`config.mk`:
```
export PLATFORM = sky130hd
export DESIGN_NAME = regfile_ctrl
export DESIGN_NICKNAME = d
export VERILOG_FILES = /design/src/rtl/regfile_ctrl_pkg.sv /design/src/rtl/regfile_ctrl.sv
export SDC_FILE = /design/constraint.sdc
export NUM_CORES = 1
export LEC_CHECK = 0
export CAP_MARGIN = 15
export CORE_AREA = 3 3 88 90
export CTS_CLUSTER_DIAMETER = 120
export CTS_CLUSTER_SIZE = 25
export DETAILED_ROUTE_END_ITERATION = 6
export DIE_AREA = 0 0 91 93
export DONT_BUFFER_PORTS = 1
export GPL_TIMING_DRIVEN = 0
export PLACE_DENSITY_LB_ADDON = 0.05
export SLEW_MARGIN = 15
export SYNTH_ARGS = -nofsm -noshare
export SYNTH_HDL_FRONTEND = slang
export SYNTH_SLANG_ARGS = --single-unit
```
`constraint.sdc`:
```
create_clock -name clk -period 4.6 [get_ports clk]
set_clock_uncertainty 0.2 [all_clocks]
set_input_delay 0.92 -clock clk [delete_from_list [all_inputs] [get_ports clk]]
set_output_delay 0.92 -clock clk [all_outputs]
set_load 0.01 [all_outputs]
```
`src/rtl/regfile_ctrl_pkg.sv`:
```
// Shared types for the register-file controller: FSM states and the
// per-port read-data source selection.
package regfile_ctrl_pkg;

  // Controller phase: INIT zero-fills the RAM, RUN serves the core.
  typedef enum logic {
    INIT = 1'b0,
    RUN  = 1'b1
  } state_t;

  // Source of a read port's output data.
  typedef enum logic [1:0] {
    ZERO = 2'd0,  // address 0 (hard-wired zero) or post-reset state
    BYP  = 2'd1,  // same-cycle write forwarded from the bypass register
    RAM  = 2'd2   // registered RAM read data
  } rd_sel_t;

  localparam int unsigned NUM_RD_PORTS = 2;

  // Decide where a read port's next output comes from.
  function automatic rd_sel_t rd_select(input logic addr_is_zero,
                                        input logic write_hit);
    rd_sel_t sel;
    if (addr_is_zero) begin
      sel = ZERO;
    end else if (write_hit) begin
      sel = BYP;
    end else begin
      sel = RAM;
    end
    return sel;
  endfunction

endpackage : regfile_ctrl_pkg

```
`src/rtl/regfile_ctrl.sv`:
```
// Register-file controller sitting in front of a 2-read/1-write BRAM.
// After reset it zero-fills every RAM entry, then passes core requests to
// the RAM, keeps address 0 reading as zero and forwards same-cycle writes
// to the read ports (write-first at the core interface).
module regfile_ctrl
  import regfile_ctrl_pkg::*;
#(
  parameter int unsigned DTW = 32,
  parameter int unsigned DPT = 32
) (
  input  logic                     clk,
  input  logic                     aresetn,
  output logic                     o_ready,
  // core write request
  input  logic                     i_wren,
  input  logic [$clog2(DPT)-1:0]   i_waddr,
  input  logic [DTW-1:0]           i_wdata,
  // core read request / data
  input  logic                     i_rden,
  input  logic [$clog2(DPT)-1:0]   i_raddr0,
  input  logic [$clog2(DPT)-1:0]   i_raddr1,
  output logic [DTW-1:0]           o_rdata0,
  output logic [DTW-1:0]           o_rdata1,
  // RAM write port
  output logic                     o_ram_wren,
  output logic [$clog2(DPT)-1:0]   o_ram_waddr,
  output logic [DTW-1:0]           o_ram_wdata,
  // RAM read ports
  output logic                     o_ram_rden,
  output logic [$clog2(DPT)-1:0]   o_ram_raddr0,
  output logic [$clog2(DPT)-1:0]   o_ram_raddr1,
  input  logic [DTW-1:0]           i_ram_rdata0,
  input  logic [DTW-1:0]           i_ram_rdata1
);

  localparam int unsigned ADW    = $clog2(DPT);
  localparam int unsigned DPT_2N = 2 ** ADW;

  state_t           state_q;
  state_t           state_d;
  logic [ADW-1:0]   sweep_q;
  logic             run;
  logic             capture;
  logic             wr_valid;
  logic [DTW-1:0]   byp_q;

  logic [ADW-1:0]   raddr     [NUM_RD_PORTS];
  logic [DTW-1:0]   ram_rdata [NUM_RD_PORTS];
  logic [DTW-1:0]   rdata     [NUM_RD_PORTS];

  assign raddr[0]     = i_raddr0;
  assign raddr[1]     = i_raddr1;
  assign ram_rdata[0] = i_ram_rdata0;
  assign ram_rdata[1] = i_ram_rdata1;
  assign o_rdata0     = rdata[0];
  assign o_rdata1     = rdata[1];

  // FSM state register; reset always restarts the zero-fill sweep.
  always_ff @(posedge clk or negedge aresetn) begin
    if (!aresetn) begin
      state_q <= INIT;
    end else begin
      state_q <= state_d;
    end
  end

  // Sweep address counter, advancing one entry per cycle while in INIT.
  always_ff @(posedge clk or negedge aresetn) begin
    if (!aresetn) begin
      sweep_q <= '0;
    end else if (state_q == INIT) begin
      sweep_q <= sweep_q + 1'b1;
    end
  end

  // Next-state logic: leave INIT once the last entry (all-ones address,
  // i.e. DPT_2N-1) has been written.
  always_comb begin
    state_d = state_q;
    unique case (state_q)
      INIT:    if (sweep_q == ADW'(DPT_2N - 1)) state_d = RUN;
      RUN:     state_d = RUN;
      default: state_d = INIT;
    endcase
  end

  // Output logic: RAM port muxing between the sweep and the core.
  // The sweep write enable is qualified with aresetn so the RAM sees no
  // write while reset is held; the first sweep write lands on the first
  // edge after release, giving ready exactly DPT_2N cycles later.
  always_comb begin
    run          = 1'b0;
    o_ready      = 1'b0;
    o_ram_wren   = 1'b0;
    o_ram_waddr  = i_waddr;
    o_ram_wdata  = i_wdata;
    o_ram_rden   = 1'b0;
    o_ram_raddr0 = i_raddr0;
    o_ram_raddr1 = i_raddr1;
    unique case (state_q)
      INIT: begin
        o_ram_wren  = aresetn;
        o_ram_waddr = sweep_q;
        o_ram_wdata = '0;
      end
      RUN: begin
        run        = 1'b1;
        o_ready    = 1'b1;
        o_ram_wren = i_wren && (i_waddr != '0);
        o_ram_rden = i_rden;
      end
      default: ;
    endcase
  end

  assign capture  = run && i_rden;
  assign wr_valid = i_wren && (i_waddr != '0);

  // Bypass data register, loaded with the write data on every accepted read.
  always_ff @(posedge clk or negedge aresetn) begin
    if (!aresetn) begin
      byp_q <= '0;
    end else if (capture) begin
      byp_q <= i_wdata;
    end
  end

  for (genvar gp = 0; gp < NUM_RD_PORTS; gp++) begin : g_rd_port
    rd_sel_t        sel_q;
    rd_sel_t        sel_d;
    logic [DTW-1:0] out;

    assign sel_d = rd_select(raddr[gp] == '0,
                             wr_valid && (i_waddr == raddr[gp]));

    // Read-source select register, updated only on accepted reads so the
    // output holds (zero, bypass or RAM) between reads.
    always_ff @(posedge clk or negedge aresetn) begin
      if (!aresetn) begin
        sel_q <= ZERO;
      end else if (capture) begin
        sel_q <= sel_d;
      end
    end

    // Read data mux; forced to zero until the sweep has completed.
    always_comb begin
      out = '0;
      if (run) begin
        unique case (sel_q)
          BYP:     out = byp_q;
          RAM:     out = ram_rdata[gp];
          default: out = '0;
        endcase
      end
    end

    assign rdata[gp] = out;
  end

endmodule : regfile_ctrl

```
== Word-level counts from Yosys, hierarchy flattened ==
Cells that the tools add are included.
Word-level totals
  register bits after elaboration: 42
  input bits: 115
  word-level logic and storage cells: 36
Operators by class
  $add $sub $neg: 1
  eq/ne operators: 7
  multiplexer cells: 15
  bitwise operators: 1
  reductions and logical operators: 7
Operators by type and width (number)
  $pmux 32 s2: 2
  $mux 32: 3
  $eq 5x5->1: 2
  $logic_not 5->1: 2
  $mux 2: 4
  $add 5x1->5 const B: 1
  $eq 5x5->1 const B: 1
  $mux 5: 1
  $reduce_bool 5->1: 1
  $eq 2x1->1 const B: 2
  $eq 2x2->1 const B: 2
  $logic_and 1x1->1: 4
  $pmux 1 s2: 2
  $mux 1: 3
  $not 1->1: 1

== Longest topological paths before layout ==
  depth after elaboration: 5
  mapped depth: 5
  depth with buffers taken out: 4

== Worst setup path after synthesis ==
OpenSTA, ideal clock, no wires.
  path kind: input to output
  start: in i_waddr[1]
  end: out o_ram_wren
  arrival: 1.726 ns
  data required time: 3.480 ns
  setup slack: 1.754 ns
  stages: 3
  path buffers: 0
  path through: or4_1 o21ai_2 mux2i_1
Between the ends
  word-level cells in the longest chain between the ends: 3
RTL lines
  start, declared: RTL line regfile_ctrl.sv:16  | input logic [$clog2(DPT)-1:0] i_waddr,
  $reduce_bool 5->1: RTL line regfile_ctrl.sv:109  | o_ram_wren = i_wren && (i_waddr != '0);
  $logic_and 1x1->1: RTL line regfile_ctrl.sv:109
  $pmux 1 s2: RTL line regfile_ctrl.sv:100  | unique case (state_q)
  end, declared: RTL line regfile_ctrl.sv:25  | output logic o_ram_wren,
No other way between the ends.

== Worst setup path after layout ==
  start: reg g_rd_port[0].sel_q[0]
  end: out o_rdata0[18]
Between the ends
  word-level cells in the longest chain between the ends: 3
  elaborated cells on any way between the ends: 4
RTL lines
  start, declared: RTL line regfile_ctrl.sv:129  | rd_sel_t sel_q;
  start signal, assigned: RTL line regfile_ctrl.sv:142  | sel_q <= sel_d;
  $eq 2x2->1 or $eq 2x1->1 (tied branches): RTL line regfile_ctrl.sv:150  | unique case (sel_q)
  $pmux 32 s2 *: RTL line regfile_ctrl.sv:150
  $mux 32 *: RTL line regfile_ctrl.sv:149  | if (run) begin
  end, declared: RTL line regfile_ctrl.sv:22  | output logic [DTW-1:0] o_rdata0,
Every way passes the cells marked *; elsewhere a longest branch is shown, timed or not.

==> run summary <==
Status: completed
Iter 0 DRT Violations: 39
Detailed-router iteration count before antenna repair: 4
Routed len/inst: 21.30 microns
Cts-stage hold buffer count: 0
Crit Path Category: reg -> out
Total core area: 0.007137 sq mm
Max-Cap Viols: 0
Slew Limit Fails: 0
Hold crit path type: in -> async
IO Pins: 229
Cell type with the highest aggregate area in the netlist: dfrtp_1
Crit-path slowest cell: clkbuf_1
CP Data Arrival Time: 1.92 ns
Vias in the first global route: 2428
Setup_tns: 0 ns
Mean Syn Cell Area: 9.114 sq um
Later-pin clock latency in the skew report: 0.29 ns
Critical path fanouts, max: 10
Tcrit/Tclk final: 66.01%
Initial antenna violation count: 0
Gr ovfl total: 0
Top cell type's share of synthesized area: 35.59%
# setup viols final: 0
Num Clock Sinks: 42
Synth cell types: 26
Initial Util: 41.37%
Root buf cell: clkbuf_8
Max stage delay on crit path: 0.46 ns
Main flop type after synthesis: dfrtp_1
Hold_ws: 0.1081 ns
Maximum vdd drop: 0.0001375 V
Post-Syn Instances: 324
Unrepaired setup endpoints after global routing: false
FF+latch area: 0.001051 sq mm
Filler cells: 750
Seq/Total Area, Yosys: 35.59%
Share of flip-flops with an asynchronous set or reset: 100.0%
Post-detail-place hpwl: 6.925 mm
Routability Congestion: 0.7498
H-tree levels: 2
Routed Antenna Nets: 0
Yosys reg bits: 42
Syn. warnings: 0
DRC viols: 0
Global-route usage over all layers: 20.38%
Post-synthesis net count: 445
Hold Fails Final Rpt: 0
Worst setup EP type: output pin
Most area-consuming cells after synthesis: dfrtp_1, a22oi_1, mux2_2
CTS tree: built
Multi-input logic area: 0.001702 sq mm
Worst-path cell chain: inv_1, ha_1, clkbuf_1, a22oi_1, nor2_1
Die width: 91 microns
Clock input transition at the sequential cells of the worst setup and hold paths: 0.09 ns
Number of synthesized flops with an enable pin: 0
Post-synth top cells: a22oi_1, nor2_1, dfrtp_1
WL final: 9.179 mm
NumNets Final: 452
DIE AREA: 0.008463 sq mm
Global-route wire length before repair: 13.68 mm
Post-Synthesis Cell Area: 0.002953 sq mm
Avg Vias per Cell: 5.756
CP startpoint kind: flip-flop
Total number of vias: 2481
Largest net degree at the start of global routing: 44
Leakage power: 1.305 nW
Site Rows: 31
Worst EP required: 3.48 ns
Layout cells sized above 1: 19.28%
Slew headroom: 64.18%
Ant. Diodes: 0
Pwr Density: 295.6 mW/mm^2
Tmin final: 3.037 ns
Max Freq: 0.3293 GHz
Worst-Margin Slew: 0.5373 ns
Max clock buf depth: 2
CTS Buf Count: 5
# port buffers: 0
Die Height: 93 microns
Resized cells post-CTS: 0
Area growth from synthesis to layout: 7.924%
Setup bufs post-CTS: 0
-- cells by family (layout without fill, tap and decap cells) --
family,after synthesis,count (layout),synth area share [%]
AND/OR/NAND/NOR,110,110,17.92
AO/OA/AOI/OAI,69,69,17.33
multiplexers,42,42,15.97
flip-flops,42,42,35.59
buffers and inverters,42,50,6.780
XOR/XNOR,13,13,3.856
adder cells (fa/ha/maj),6,6,2.542
-- report_power, final --
part	total [mW]	internal (mW)	switching (mW)
registers	0.424	0.399	0.0245
logic	0.225	0.0897	0.136
clock network	0.293	0.162	0.131
-- per-stage QoR --
| step | instance area [sq um] | setup WS (ns) | utilization (%) | total power, mW | cells |
|---|---|---|---|---|---|
| finish | 3187 | 1.563 | 44.65 | 0.9419 | 431 |
| floorplan | 2953 | 1.754 | - | 0.6123 | 324 |
| detailed placement | 3077 | 1.681 | 43.11 | 0.6579 | 423 |
| global placement | 3077 | 1.690 | 43.11 | 0.6554 | 423 |
| CTS | 3187 | 1.559 | 44.65 | 0.9534 | 431 |
| global route | 3187 | 1.428 | 44.65 | 0.9942 | 431 |
-- area by class of cell --
| cell class | count | share of cell area, % |
|---|---|---|
| inverter | 6 | 0.7067 |
| tap | 99 | 3.887 |
| sequential | 42 | 32.98 |
| clock inverter | 2 | 1.178 |
| multi-input combinational | 240 | 53.40 |
| clock buffer | 6 | 2.277 |
| buffer | 36 | 5.575 |
-- final timing paths --
path                                  startpoint                     to  slack (ns)  cells past startpoint
min in group clk                      sweep_q[3]             sweep_q[3]        0.30                      1
max in group asynchronous                aresetn              byp_q[27]        4.00                      0
min reg2reg                           sweep_q[3]             sweep_q[3]        0.30                      1
max                        g_rd_port[0].sel_q[0]           o_rdata0[18]        1.56                      5
min                                      aresetn  g_rd_port[1].sel_q[1]        0.11                      0
max reg2reg                              state_q  g_rd_port[0].sel_q[0]        2.79                      4
-- sequential cells by signal, summed over array words and instances, names as in the netlist --
signal / cells
byp_q: 32
g_rd_port.sel_q: 4
state_q: 1
sweep_q: 5
-- cells in the final DEF (no fill, tap or decap), drive strengths merged, types with 4 or more instances in the layout --
cell,n
a22oi,64
and2,32
buf,15
clkbuf,27
dfrtp,42
ha,6
inv,5
mux2,41
nor2,64
xnor2,9
xor2,4
-- routing by layer --
metal  vias up  part of all wire, %  global-route usage [%]
met4         0                  1.3                   5.025
met1      1196                   39                   25.46
met3        10                  9.3                   6.677
met5         -                    0                       0
li1       1144                    -                       -
met2       131                   50                   34.15
-- worst max-delay path, delay by kind of cell (launching register included) --
family / cells / cell delay (ns)
compound gates: 1 / 0.17
fa+ha+maj: 1 / 0.26
buf+inv: 2 / 0.52
flops: 1 / 0.40
simple gates: 1 / 0.26
No activity file was read; power rests on OpenSTA's default activity.
==> edit 1, RTL diff (same settings) <==
Change the parameter `DPT` from 32 to 64.
--- a/src/rtl/regfile_ctrl.sv
+++ b/src/rtl/regfile_ctrl.sv
@@ -6,7 +6,7 @@
   import regfile_ctrl_pkg::*;
 #(
   parameter int unsigned DTW = 32,
-  parameter int unsigned DPT = 32
+  parameter int unsigned DPT = 64
 ) (
   input  logic                     clk,
   input  logic                     aresetn,
Ports: changed (6 resized); port bits go from 229 to 235. No check against the original RTL was run, so the function may have changed too.
==> edit 1 against the unedited design <==
Cell area up 2.4%. Via count up 7.1%. Cell count up 3.2%. Setup slack worse by 110 ps. Die area unchanged. Wire length up 6.2%. Global-route usage up 1.3 points. Area after synthesis up 3.4%. Hold slack better by 3.8 ps. Non-clock buffer count up 3. Sequential cell count up 1. First-iteration DRC count up 85%. Critical endpoint is now o_ram_waddr[1].
Power is not compared: it rests on default switching activity, and its combinational part moved more than twofold at a synthesized area within 25%.
==> edit 1: results (changes against the unedited design) <==
The flow ran to the end, and the final reports show no timing, DRC or antenna violations. The number of inserted filler cells in the final layout came to 735 (-2.0%). The global-route wire length before repair is 14500 um (+5.8%). The critical-path maximum fanout was 10 (unchanged).

The launch point of the worst reg-to-reg path is state_q$_DFF_PN0_. The largest net degree at the start of global routing came out at 45 (+2.3%). The sequential element share of the synthesized area is 35.2% (-0.35 points). Counting instances in the post-synthesis netlist gives the leading cell types as 66 x sky130_fd_sc_hd__nor2_1, 64 x sky130_fd_sc_hd__a22oi_1, 43 x sky130_fd_sc_hd__dfrtp_1.

The share of final-layout standard cells stronger than drive strength 1 is 18.2% (-1.1 points). The worst register-to-register path ends at byp_q[30]$_DFFE_PN0P_. The largest registers in the layout are byp_q (32), sweep_q (6), g_rd_port.sel_q (4).

The routed length on met2 came out at 5010 um (+8.9%). By area the synthesized netlist is led by sky130_fd_sc_hd__dfrtp_1 35%, sky130_fd_sc_hd__a22oi_1 16%, sky130_fd_sc_hd__mux2_2 14%. The data arrival time of the critical path came out at 2030 ps (+110 ps).

The post-synthesis net count was 461 (+3.6%). The transition time of the tightest slew-check pin is 630 ps (+92.9 ps). The net total in the final layout came to 468 (+3.5%).

The final weighted congestion in routability-driven placement came out at 0.822 (+9.6%). The global routing usage summed across all routing layers came out at 21.7% (+1.3 points). The register-to-register setup slack came out at 2520 ps (-270 ps). The wire length on met3 came out at 803 um (-5.9%).

The number of search-and-repair iterations in the first detailed-routing pass came out at 5 (+1). The HPWL reported at the end of detailed placement came out at 7480 um (+8.0%). The violation count after the first detailed-routing iteration is 72 (+85%). The routed via count came to 2656 (+7.1%). The post-route met1 wirelength was 3880 um (+7.5%).

The routed length per instance is 21.9 um (+2.8%). The number of global-route vias before repair is 2584 (+6.4%). The distinct cell type count after synthesis is 31 (+19%).
-- edit 1: how the worst max path moves through the flow --
| stage | from | endpoint | slack (ps) | cells after the start |
|---|---|---|---|---|
| 6_report | state_q$_DFF_PN0_ | o_ram_waddr[1] | 1450 | 3 |
| 5_1_grt | state_q$_DFF_PN0_ | o_rdata1[4] | 1230 | 4 |
| 4_1_cts | state_q$_DFF_PN0_ | o_ram_waddr[1] | 1370 | 3 |
| 3_5_place_dp | i_waddr[0] | o_ram_wren | 1450 | 3 |
| 3_3_place_gp | i_waddr[0] | o_ram_wren | 1460 | 3 |
| 2_1_floorplan | i_waddr[0] | o_ram_wren | 1500 | 3 |
-- edit 1: critical path: stages, from the launching register on --
cell	delay, ps
sky130_fd_sc_hd__dfrtp_1	430
sky130_fd_sc_hd__clkbuf_1	410
sky130_fd_sc_hd__clkbuf_1	450
sky130_fd_sc_hd__mux2_2	430
-- edit 1: layout make-up --
| class | count | share of cell area (%) |
|---|---|---|
| sequential | 43 | 33.0 |
| tap | 99 | 3.80 |
| clock buffer | 6 | 2.22 |
| multi-input combinational | 251 | 54.1 |
| buffer | 39 | 5.91 |
| inverter | 5 | 0.575 |
| clock inverter | 2 | 0.384 |
-- edit 1: cell families (layout without fill, tap and decap cells) --
group / Yosys count / count (layout) / share of synthesized area, %
multiplexers: 39 / 39 / 14.4
adder cells (fa/ha/maj): 5 / 5 / 2.05
flip-flops: 43 / 43 / 35.2
XOR/XNOR: 17 / 17 / 4.88
buffers and inverters: 44 / 52 / 6.93
AO/OA/AOI/OAI: 73 / 73 / 18.1
AND/OR/NAND/NOR: 117 / 117 / 18.4
-- edit 1: power by group through the flow --
stage / clock (W) / combinational [W] / sequential, W
after floorplan: 0 / 0.0000326 / 0.000385
after global placement: 0 / 0.0000346 / 0.000385
after detailed placement: 0 / 0.0000352 / 0.000385
after CTS: 0.000245 / 0.0000354 / 0.000378
after global routing: 0.000260 / 0.0000389 / 0.000378
final: 0.000236 / 0.0000351 / 0.000378
-- edit 1: metrics by stage --
stage	hold slack [ps]	std cells	util (%)	area [um^2]	worst slack [ps]
2_1_floorplan	251	338	-	3050	1500
3_3_place_gp	275	437	44.5	3180	1460
3_5_place_dp	271	437	44.5	3180	1450
4_1_cts	100	445	45.7	3260	1370
5_1_grt	91.2	445	45.7	3260	1230
6_report	112	445	45.7	3260	1450
-- edit 1: metal layers --
metal	up-vias	global-route usage, %
met1	1319	27.6
met5	-	0
met3	6	6.03
li1	1192	-
met4	0	3.77
met2	139	37.2
==> edit 2, RTL diff (same flow settings) <==
Made on the original files. The 3 values of `rd_sel_t` get a one-hot encoding in 3 bits.
--- a/src/rtl/regfile_ctrl_pkg.sv
+++ b/src/rtl/regfile_ctrl_pkg.sv
@@ -9,10 +9,10 @@
   } state_t;
 
   // Source of a read port's output data.
-  typedef enum logic [1:0] {
-    ZERO = 2'd0,  // address 0 (hard-wired zero) or post-reset state
-    BYP  = 2'd1,  // same-cycle write forwarded from the bypass register
-    RAM  = 2'd2   // registered RAM read data
+  typedef enum logic [2:0] {
+    ZERO = 3'b001,  // address 0 (hard-wired zero) or post-reset state
+    BYP  = 3'b010,  // same-cycle write forwarded from the bypass register
+    RAM  = 3'b100   // registered RAM read data
   } rd_sel_t;
 
   localparam int unsigned NUM_RD_PORTS = 2;
Function: same outputs for any inputs over 10 cycles, from zero or initial values and one cycle with aresetn low; not proved beyond that.
==> edit 2 against the unedited design <==
Critical path type unchanged. Sequential share of layout area is 0.64 points lower. Cell area is 7.1% higher. Area after synthesis is 7.1% higher. Critical path depth is 1 lower. Largest power group unchanged. Non-clock buffer count is 2 higher. Global-route usage is 1.9 points higher. Sequential cell count is 2 higher. Wire length is 5.9% higher. Highest routed layer unchanged. Fmax is 7.8% lower. Setup slack worse by 260 ps. Power is 3.6% higher.
==> edit 2: results (changes against the unedited design) <==
The global-route wire length before repair came to 14800 um (+8.0%). The number of clock buffer instances in the layout came out at 7 (+1). The number of inserted filler cells in the final layout was 722 (-3.7%). The synthesis-stage register bit count was 44 (+4.8%).

The largest voltage drop on the vdd net came out at 135 uV (-1.9%). The number of search-and-repair iterations in the first detailed-routing pass is 5 (+1). The HPWL reported at the end of detailed placement is 7360 um (+6.3%).

The register cell area after layout is 1100 um^2 (+5.0%). The share of final-layout standard cells stronger than drive strength 1 came to 21.2% (+1.9 points). The commonest cells after synthesis are 64 x sky130_fd_sc_hd__a22oi_1, 64 x sky130_fd_sc_hd__nor2b_1, 42 x sky130_fd_sc_hd__dfrtp_1. The post-route minimum period is 3290 ps (+256 ps). The fraction of the mapped netlist area in adder cells was 0.791% (-1.8 points). The data arrival time of the critical path is 2170 ps (+250 ps). The register-to-register setup slack came out at 2640 ps (-150 ps). The slowest stage of the critical path is the sky130_fd_sc_hd__nor3b_1 cell. The post-synthesis net count was 449 (+0.90%). In this run the worst setup path terminates at o_rdata0[20]. The per-instance average area after synthesis was 9.52 um^2 (+4.5%).

The pre-CTS setup slack came out at 1580 ps (-98.3 ps). The stage delay of the slowest cell on the critical path came out at 530 ps (+70 ps). The final weighted congestion in routability-driven placement is 0.734 (-2.2%). The number of global-route vias before repair came to 2601 (+7.1%). The final standard cell utilization of the core is 47.8% (+3.2 points). The number of cells traversed by the worst register-to-register path is 5 (+1). The multi-input combinational gate total is 248 (+3.3%). The net total in the final layout is 456 (+0.88%). The compound-gate portion of the synthesized area is 16.1% (-1.2 points). The run finished with clean final reports. The worst relative slew slack was 57.1% (-7.0 points).

The violation count after the first detailed-routing iteration is 80 (+110%). The number of buffers outside the clock class in the layout is 38 (+5.6%). The largest net degree at the start of global routing is 46 (+4.5%).

The fraction of standard cell area in multi-input logic came out at 54.5% (+1.1 points). The post-place instance area came out at 3290 um^2 (+6.8%). The number of non-clock inverters in the layout is 2 (-4). After synthesis, the cell types taking the most area are sky130_fd_sc_hd__dfrtp_1 33%, sky130_fd_sc_hd__a22oi_1 15%, sky130_fd_sc_hd__mux2_2 15%.
[edit 2: per-layer routing]
metal / vias to the layer above / part of all wire (%) / global-route usage (%)
met4: 0 / 1.2 / 5.40
met5: - / 0 / 0
met3: 9 / 8.4 / 6.92
met2: 140 / 49 / 37.3
met1: 1276 / 41 / 28.0
li1: 1174 / - / -
[edit 2: power breakdown]
part	switching (W)	internal (W)	leakage [nW]
Combinational	0.000119	0.0000853	0.802
Sequential	0.0000231	0.000417	0.523
Clock	0.000139	0.000192	0.0645
[edit 2: logic make-up (layout without fill, tap and decap cells)]
group | Yosys count | after routing
multiplexers | 42 | 42
AO/OA/AOI/OAI | 69 | 69
AND/OR/NAND/NOR | 122 | 122
adder cells (fa/ha/maj) | 2 | 2
XOR/XNOR | 13 | 13
flip-flops | 44 | 44
buffers and inverters | 40 | 48
[edit 2: worst max-delay path: cells and delay by family, from the launching register on]
family,cells,cell delay (ps)
flops,1,400
buf+inv,1,480
simple gates,2,820
compound gates,1,170
